## config.mk

```make
export PLATFORM = sky130hd
export DESIGN_NAME = vpu_elastic_pipe
export DESIGN_NICKNAME = d
export VERILOG_FILES = /design/src/rtl/vpu_elastic_pipe.sv
export SDC_FILE = /design/constraint.sdc
export NUM_CORES = 1
export LEC_CHECK = 0
export ABC_AREA = 1
export BUFFER_PORTS_ARGS = -buffer_cell sky130_fd_sc_hd__buf_4
export CAP_MARGIN = 20
export CORE_ASPECT_RATIO = 0.6
export CORE_MARGIN = 2
export CORE_UTILIZATION = 48
export DETAILED_ROUTE_END_ITERATION = 10
export GPL_TIMING_DRIVEN = 1
export PLACE_DENSITY_LB_ADDON = 0.15
export RECOVER_POWER = 50
export SYNTH_ARGS = -nofsm -noshare
export SYNTH_HDL_FRONTEND = slang
export SYNTH_SLANG_ARGS = --single-unit
```

## constraint.sdc

```tcl
create_clock -name clk -period 2.36 [get_ports clk]
set_input_delay 0.708 -clock clk [delete_from_list [all_inputs] [get_ports clk]]
set_output_delay 0.708 -clock clk [all_outputs]
set_load 0.05 [all_outputs]
```

## src/rtl/vpu_elastic_pipe.sv

```systemverilog
// Multi-stage valid/ready pipeline register with backpressure, synchronous flush,
// optional zeroing of empty stages and a registered occupancy count.
module vpu_elastic_pipe #(
   parameter  int WIDTH        = 32,
   parameter  int DEPTH        = 2,
   parameter  bit ZERO_INVALID = 1'b1,
   localparam int CW           = $clog2(DEPTH + 1)
) (
   input  logic             clk,
   input  logic             rst,
   input  logic             flush,
   input  logic             in_vld,
   output logic             in_rdy,
   input  logic [WIDTH-1:0] in_data,
   output logic             out_vld,
   input  logic             out_rdy,
   output logic [WIDTH-1:0] out_data,
   output logic [CW-1:0]    count
);

   logic [DEPTH-1:0]            r_vld;
   logic [DEPTH-1:0][WIDTH-1:0] r_data;
   logic [CW-1:0]               r_count;

   logic [DEPTH-1:0]            w_rdy;
   logic [DEPTH-1:0]            w_vin;
   logic [DEPTH-1:0][WIDTH-1:0] w_din;
   logic                        w_push;
   logic                        w_pop;

   genvar gi;
   generate
      for (gi = 0; gi < DEPTH; gi++) begin : g_stage
         // Unrolled ready chain: a stage may load unless it and every stage
         // downstream of it are full while the output is stalled.
         assign w_rdy[gi] = out_rdy || !(&r_vld[DEPTH-1:gi]);
         if (gi == 0) begin : g_head
            assign w_vin[gi] = in_vld;
            assign w_din[gi] = in_data;
         end else begin : g_body
            assign w_vin[gi] = r_vld[gi-1];
            assign w_din[gi] = r_data[gi-1];
         end
      end
   endgenerate

   always_ff @(posedge clk or posedge rst) begin
      if (rst) begin
         r_vld  <= '0;
         r_data <= '0;
      end else if (flush) begin
         r_vld <= '0;
         if (ZERO_INVALID) r_data <= '0;
      end else begin
         for (int i = 0; i < DEPTH; i++) begin
            if (w_rdy[i]) begin
               r_vld[i]  <= w_vin[i];
               r_data[i] <= (ZERO_INVALID && !w_vin[i]) ? '0 : w_din[i];
            end
         end
      end
   end

   assign w_push = in_vld && in_rdy;
   assign w_pop  = r_vld[DEPTH-1] && out_rdy;

   // Count tracks handshakes so it always equals the popcount of r_vld.
   always_ff @(posedge clk or posedge rst) begin
      if (rst) begin
         r_count <= '0;
      end else if (flush) begin
         r_count <= '0;
      end else if (w_push && !w_pop) begin
         r_count <= r_count + CW'(1);
      end else if (!w_push && w_pop) begin
         r_count <= r_count - CW'(1);
      end
   end

   assign in_rdy   = w_rdy[0] && !flush;
   assign out_vld  = r_vld[DEPTH-1];
   assign out_data = r_data[DEPTH-1];
   assign count    = r_count;

endmodule

```

==> results of run 1 <==
[logic make-up after synthesis]
kind of cell | count (synthesis)
and+or+nand+nor | 84
DFF | 68
buffers and inverters | 92
AOI/OAI and AO/OA | 70
[cells in the mapped netlist, drive strengths merged]
cell type | n | area, um^2
a21oi | 2 | 10.0
dfrtp | 68 | 1700
a31oi | 1 | 6.26
inv | 40 | 150
nand4 | 1 | 6.26
nand2 | 13 | 58.8
o21ai | 66 | 375
nand3 | 67 | 370
clkbuf | 3 | 11.3
buf | 49 | 373
o211ai | 1 | 7.51
nor2 | 3 | 42.5
[area by class of cell]
class	instances	area, um^2	area share
clock buffer	10	138	0.0378
clock inverter	6	63.8	0.0175
inverter	40	151	0.0416
multi-input combinational	154	858	0.236
sequential	68	1700	0.467
tap	84	105	0.0289
timing repair buffer	80	623	0.171
[final timing paths]
check	startpoint	endpoint	slack [ns]
min in group asynchronous	rst	r_data[5]$_DFFE_PP0P_	0.53
hold reg to reg	r_data[15]$_DFFE_PP0P_	out_data[15]$_DFFE_PP0P_	0.51
max in group asynchronous	rst	out_data[13]$_DFFE_PP0P_	0.66
hold / removal	r_data[15]$_DFFE_PP0P_	out_data[15]$_DFFE_PP0P_	0.51
setup / recovery	r_vld[1]$_DFFE_PP0P_	in_rdy	0.38
setup reg to reg	r_vld[1]$_DFFE_PP0P_	out_data[30]$_DFFE_PP0P_	0.82
[worst min-delay path, cell delays in order, from the launching register on]
cell	delay, ns
dfrtp_1	0.32
inv_1	0.04
o21ai_1	0.11
[metrics by stage]
stage | util | total power, mW | hold WS (ns) | std cells
floorplan | - | 1.41 | 0.486 | 314
global placement | 0.562 | 1.51 | 0.496 | 426
detailed placement | 0.562 | 1.51 | 0.503 | 426
CTS | 0.594 | 2.48 | 0.399 | 442
global route | 0.588 | 2.55 | 0.534 | 442
finish | 0.588 | 2.45 | 0.514 | 442
[where the power goes]
part           leakage, nW  switching (mW)  total [mW]  internal, mW
sequential           0.929          0.0159        1.22          1.20
combinational        0.711           0.170       0.263        0.0937
clock               0.0983           0.456       0.970         0.514
[metal layers]
layer | part of all wire | vias to the layer above | wire [um]
li1 | - | 1083 | -
met3 | 0.065 | 10 | 414
met1 | 0.47 | 1042 | 2950
met4 | 0.013 | 0 | 83
met2 | 0.46 | 63 | 2890
met5 | 0 | - | 0
[state kept, by name (all words and copies together), names as in the netlist]
name,flops
out_data,32
count,2
r_vld,2
r_data,32
==> impl_results.md, run 1 <==
* HPWL reported at the end of detailed placement at 4.27 mm
* Placeable core area at 6190 um^2
* Number of hold violations in the final report at 0
* Layout overhead on the synthesized area at 17.0%
* Classification of the worst setup path: flop to output port
* Total routing resource utilization after global routing at 0.201
* Xor/xnor share of the synthesized area at 0
* Capturing element type of the critical path: output port
* Vias in the first global route at 2193
* Per-instance average area after synthesis at ~9.9 um^2
* Total DRC errors in the routed layout at 0
* Initial antenna violation count at 0
* GRT met2 Usage at 0.310
* Clock buffer count from CTS at 9
* Grt met1 use at 0.261
* Netlist cell types at 21
* Status: finished, final reports clean
* Commonest non-fill, non-tap cell in the layout: buf_4
* Final Routed Wirelength at between 6 and 7 mm
* GRT Max-Usage Layer: met2
* Starting DRT DRC Count at 98
* Commonest non-fill, non-tap cells in the layout: buf_4 (75), dfrtp_1 (68), nand3_1 (60), o21ai_1 (46), inv_1 (36)
* Setup violations, final at 0
* Req. time, crit path at around 1.7 ns
* Crit-path leading delay family: flip-flops
* Final-stage net count at 390
* Tightest slew margin relative to the limit at 0.319
* Die X-Extent at 108 um
* Depth of the critical timing path with buffers and inverters included at 4
* Number of cells on the worst hold path at 2
* Slew @ Worst Pin at 1.02 ns
* Tcrit/Tclk final at 0.837
* FF+latch count, synth at 68
* Post-route cell area at between 3000 and 4000 um^2
* Worst min-delay path class: flop to flop
* Total of hold buffers inserted after clock tree synthesis at 0
* Power per cell area at 673 nW/um^2
* Minimum setup slack after placement at 0.399 ns
* Fraction of final layout cells with drive strength greater than 1 at 0.335
* Critical path cell sequence: inv_2, nor2_8, a21oi_2, buf_4
* Maximum resistive drop on vdd at 0.272 mV
* Buffer cell driving the clock tree root: clkbuf_8
* Simple-gate share of the synthesized area at 0.154
* Pin count of the biggest net entering global routing at 47
* Final total negative setup slack at 0 ns
* CP startpoint kind: flop
* Count of cells resized by post-cts repair at 0
* Mean routed wirelength per cell at 14.3 um
* Mux contribution to synthesized area at 0
* Total placed instance area at 3480 um^2
* Remaining antenna violation count at 0
* RSZ-0062 raised after global routing: false
* Number of placement rows at 22
* Adder and majority gate portion of the synthesized area at 0
* Fmax at 506 MHz
* Buf/Inv on CP at 2
* Arrival @ worst endpoint at 1.27 ns
* Clock-pin transition on the worst setup and hold timing paths at 0.08 ns
* Slowest stage cell, crit path: dfrtp_1
* Final-report max-slew violation count at 0
* Top Ports at between 70 and 80
* Main combinational cell family by area after synthesis: buffers and inverters
* Drt first pass iters at 4
* Met3 track demand over resource at 0.0788
* Number of nets produced by synthesis at about 350
* Layout filler cell count at approximately 570
* Maximum fanout encountered on the critical timing path at 6
* Cells after Synth at 314
* Die H at 66.4 um
* Average vias per placed instance at 4.97
* Largest stage delay, worst path at around 0.44 ns
* Length in cells of the worst reg-to-reg path at 5
* Post-CTS setup buffer count at 0
* Cell area after technology mapping at between 3000 and 4000 um^2
* H-tree depth at 3
* Final weighted congestion of routability-driven global placement at 0.764
* Global-route congestion overflow total at 0
* Complex-gate fraction of the synthesized area at 0.128
* Initial core utilization at 0.503
* Maximum capacitance violations at 0
* Leak Pwr at 1.74 nW
* Slack of the critical path at 0.384 ns
* Die ar. at 7170 um^2
* Sink Count at 68
* Wire length of the first global-routing pass at 10.6 mm
* # port buffers at 72
* Insertion delay to the later sink of the worst-skew pair at 0.35 ns
* TritonCTS clock tree: yes
* Sequential fraction of the synthesis area at 0.547
* CTS max path bufs at 2
* Setup Skew at ~0.0068 ns
* Number of warning messages in the yosys log at 0
* Final period demand of the worst path at roughly 2.0 ns
* Antenna diodes at 0
* Overall via count from detail_route at between 2000 and 2500
Note: power is estimated with default switching activity, not from simulation.
==> run 2, diff against run 1 <==
Clock period 2.36 ns to 1.6 ns, I/O delays scaled along.
==> run 2 against run 1 <==
Compared with the run above: the flow now finishes with violations (setup timing); largest cell class unchanged; clock skew barely moved; global-route usage is 0.56 points lower; register-to-register slack got worse by 0.64 ns; critical endpoint unchanged; wire length is 5.7% lower; non-clock buffer count grew 7; highest routed layer unchanged.
==> impl_results.md, run 2 (synthesis results as in run 1) <==
* Arrival @ worst endpoint at 1.17 ns (was 1.27 ns)
* H-tree depth at 3 (unchanged)
* Starting DRT DRC Count at 93 (was 98)
* HPWL reported at the end of detailed placement at 4.12 mm (was 4.27 mm)
* # port buffers at 72 (unchanged)
* Worst min-delay path class: input pin to flop (was flop to flop)
* Tcrit/Tclk final at 1.03
* Number of cells on the worst hold path at 3 (was 2)
* Setup Skew at 0.00671 ns (was 0.00676 ns)
* CP startpoint kind: flop (unchanged)
* Clock share of power at 0.392 (was 0.396)
* Critical path cell sequence: inv_2, nor2_8, a21oi_2, buf_6 (was inv_2, nor2_8, a21oi_2, buf_4)
* Crit path launch: r_vld[1]$_DFFE_PP0P_ (unchanged)
* Slack of the critical path at -0.0508 ns (was 0.384 ns)
* Layout overhead on the synthesized area at 18.8% (was 17.0%)
* Final weighted congestion of routability-driven global placement at 0.782 (was 0.764)
* Commonest non-fill, non-tap cell in the layout: buf_4 (unchanged)
* Fraction of power spent switching nets at 0.236 (was 0.262)
* Setup violations, final at 1 (was 0)
* Commonest non-fill, non-tap cells in the layout: buf_4 (80), dfrtp_1 (68), nand3_1 (61), o21ai_1 (43), inv_1 (35) (was buf_4 (75), dfrtp_1 (68), nand3_1 (60), o21ai_1 (46), inv_1 (36))
* Worst Hold Launch: in_data[4] (was r_data[15]$_DFFE_PP0P_)
* Fraction of final layout cells with drive strength greater than 1 at 0.352 (was 0.335)
* Req. time, crit path at 1.12 ns (was 1.65 ns)
* Die X-Extent at 108 um (unchanged)
* Reg2Reg Setup Slack at 0.18 ns (was 0.82 ns)
* Status: complete, but fails checks (was finished, final reports clean)
* CTS max path bufs at 2 (unchanged)
* Largest stage delay, worst path at 0.39 ns (was 0.44 ns)
* Vias in the first global route at 2206 (was 2193)
* Clock buffer count from CTS at 9 (unchanged)
* Wire length of the first global-routing pass at 10.5 mm (was 10.6 mm)
* Average vias per placed instance at 4.96 (was 4.97)
* Fmax at 606 MHz
* Mean routed wirelength per cell at 13.3 um (was 14.3 um)
* Crit-path leading delay family: flip-flops (unchanged)
* Number of placement rows at 22 (unchanged)
* Maximum fanout encountered on the critical timing path at 2 (was 6)
* Total routing resource utilization after global routing at 0.195 (was 0.201)
* Final period demand of the worst path at 1.65 ns
* Final-stage net count at 397 (was 390)
* Power per cell area at 977 nW/um^2 (was 673 nW/um^2)
* Pin count of the biggest net entering global routing at 69 (was 47)
* Die ar. at 7170 um^2 (unchanged)
* Tightest slew margin relative to the limit at 0.412 (was 0.319)
* Capturing element type of the critical path: output port (unchanged)
* Leak Pwr at 1.78 nW (was 1.74 nW)
* Clock-pin transition on the worst setup and hold timing paths at 0.07 ns (was 0.08 ns)
* Number of hold violations in the final report at 0 (unchanged)
* Slowest stage cell, crit path: dfrtp_1 (unchanged)
* Slew @ Worst Pin at 0.882 ns (was 1.02 ns)
* Total DRC errors in the routed layout at 0 (unchanged)
* Remaining antenna violation count at 0 (unchanged)
* Buffer cell driving the clock tree root: clkbuf_8 (unchanged)
* Antenna diodes at 0 (unchanged)
* Maximum capacitance violations at 0 (unchanged)
* RSZ-0062 raised after global routing: true (was false)
* Global-route congestion overflow total at 0 (unchanged)
* Post-route cell area at 3700 um^2 (was 3640 um^2)
* Seq pwr share at 0.496 (about the same)
* Maximum resistive drop on vdd at 0.452 mV (was 0.272 mV)
* Insertion delay to the later sink of the worst-skew pair at 0.33 ns (was 0.35 ns)
* Minimum setup slack after placement at 0.100 ns (was 0.399 ns)
* Die H at 66.4 um (unchanged)
* Violations in the final reports: setup timing
* Sink Count at 68 (unchanged)
* Final-report max-slew violation count at 0 (unchanged)
* Final hold slack at 0.374 ns (was 0.514 ns)
* Initial antenna violation count at 0 (unchanged)
* Start of the worst register-to-register path: r_vld[1]$_DFFE_PP0P_ (unchanged)
* Length in cells of the worst reg-to-reg path at 7 (was 5)
* Power dissipated by switching net loads at 0.853 mW (was 0.642 mW)
* Total placed instance area at 3520 um^2 (was 3480 um^2)
* Drt first pass iters at 4 (unchanged)
* TritonCTS clock tree: yes (unchanged)
* Initial core utilization at 0.503 (unchanged)
* Part of the total power dissipated in combinational logic at 0.112 (was 0.108)
* Post-layout util at 0.597 (was 0.588)
* Overall via count from detail_route at 2222 (was 2198)
* Placeable core area at 6190 um^2 (unchanged)
* Final Routed Wirelength at 5.98 mm (was 6.34 mm)
* Top Ports at 73 (unchanged)
* Depth of the critical timing path with buffers and inverters included at 4 (unchanged)
* Classification of the worst setup path: flop to output port (unchanged)
* Buf/Inv on CP at 2 (unchanged)
* Cell-internal power at 2.76 mW (was 1.81 mW)
run 2: changes by cell type in the layout (fill, tap and decap cells not counted), moves of 2 or more:
cell,previous run,this run
clkbuf_1,0,2
o21ai_1,46,43
o21ai_2,8,11
clkinv_2,2,0
buf_4,75,80
clkbuf_8,10,12
clkinvlp_4,2,0
run 2: final cells by class:
type                       instances  area, um^2
fill                             567        2500
sequential                        68        1700
multi-input combinational        154         872
timing repair buffer              87         664
clock buffer                      14         173
inverter                          40         151
tap                               84         105
clock inverter                     1        30.0
run 2: what timing repair did:
item | in CTS | in global routing
endpoints found under the hold margin | 0 | 0
gates resized for setup | 1 | 0
pin swaps | 0 | 2
hold buffers | 0 | 0
setup endpoints to repair | 1 | 1
setup buffers | 1 | 1
run 2: power groups by stage:
| stage | clock network, mW | logic [mW] | registers, mW |
|---|---|---|---|
| after floorplan | 0 | 0.238 | 1.85 |
| after global placement | 0 | 0.410 | 1.82 |
| after detailed placement | 0 | 0.414 | 1.83 |
| after CTS | 1.46 | 0.420 | 1.79 |
| after global routing | 1.54 | 0.448 | 1.80 |
| final | 1.42 | 0.405 | 1.79 |
run 2: worst paths after layout:
path / end
worst max-delay path: in_rdy
worst min-delay path: r_data[4]$_DFFE_PP0P_
worst max register to register: r_data[12]$_DFFE_PP0P_
worst min register to register: out_data[29]$_DFFE_PP0P_
max in group asynchronous: out_data[0]$_DFFE_PP0P_
min in group asynchronous: out_data[7]$_DFFE_PP0P_
run 2: metrics by stage:
stage	total power [mW]	TNS, ns	cells
6_report	3.61	-0.0508	448
5_1_grt	3.78	-0.112	448
4_1_cts	3.67	-0.0582	447
3_5_place_dp	2.24	0	431
3_3_place_gp	2.23	0	431
2_1_floorplan	2.08	-0.358	314
run 2: per-layer routing:
| layer | wire (um) | global-route usage |
|---|---|---|
| met5 | 0 | 0 |
| met4 | 37 | 0.0593 |
| met3 | 322 | 0.0621 |
| met2 | 2800 | 0.300 |
| met1 | 2810 | 0.265 |
run 2: tightest hold or removal path: stages:
cell and delay, ns:
buf_4 0.08, nand3_2 0.06, o21ai_2 0.05
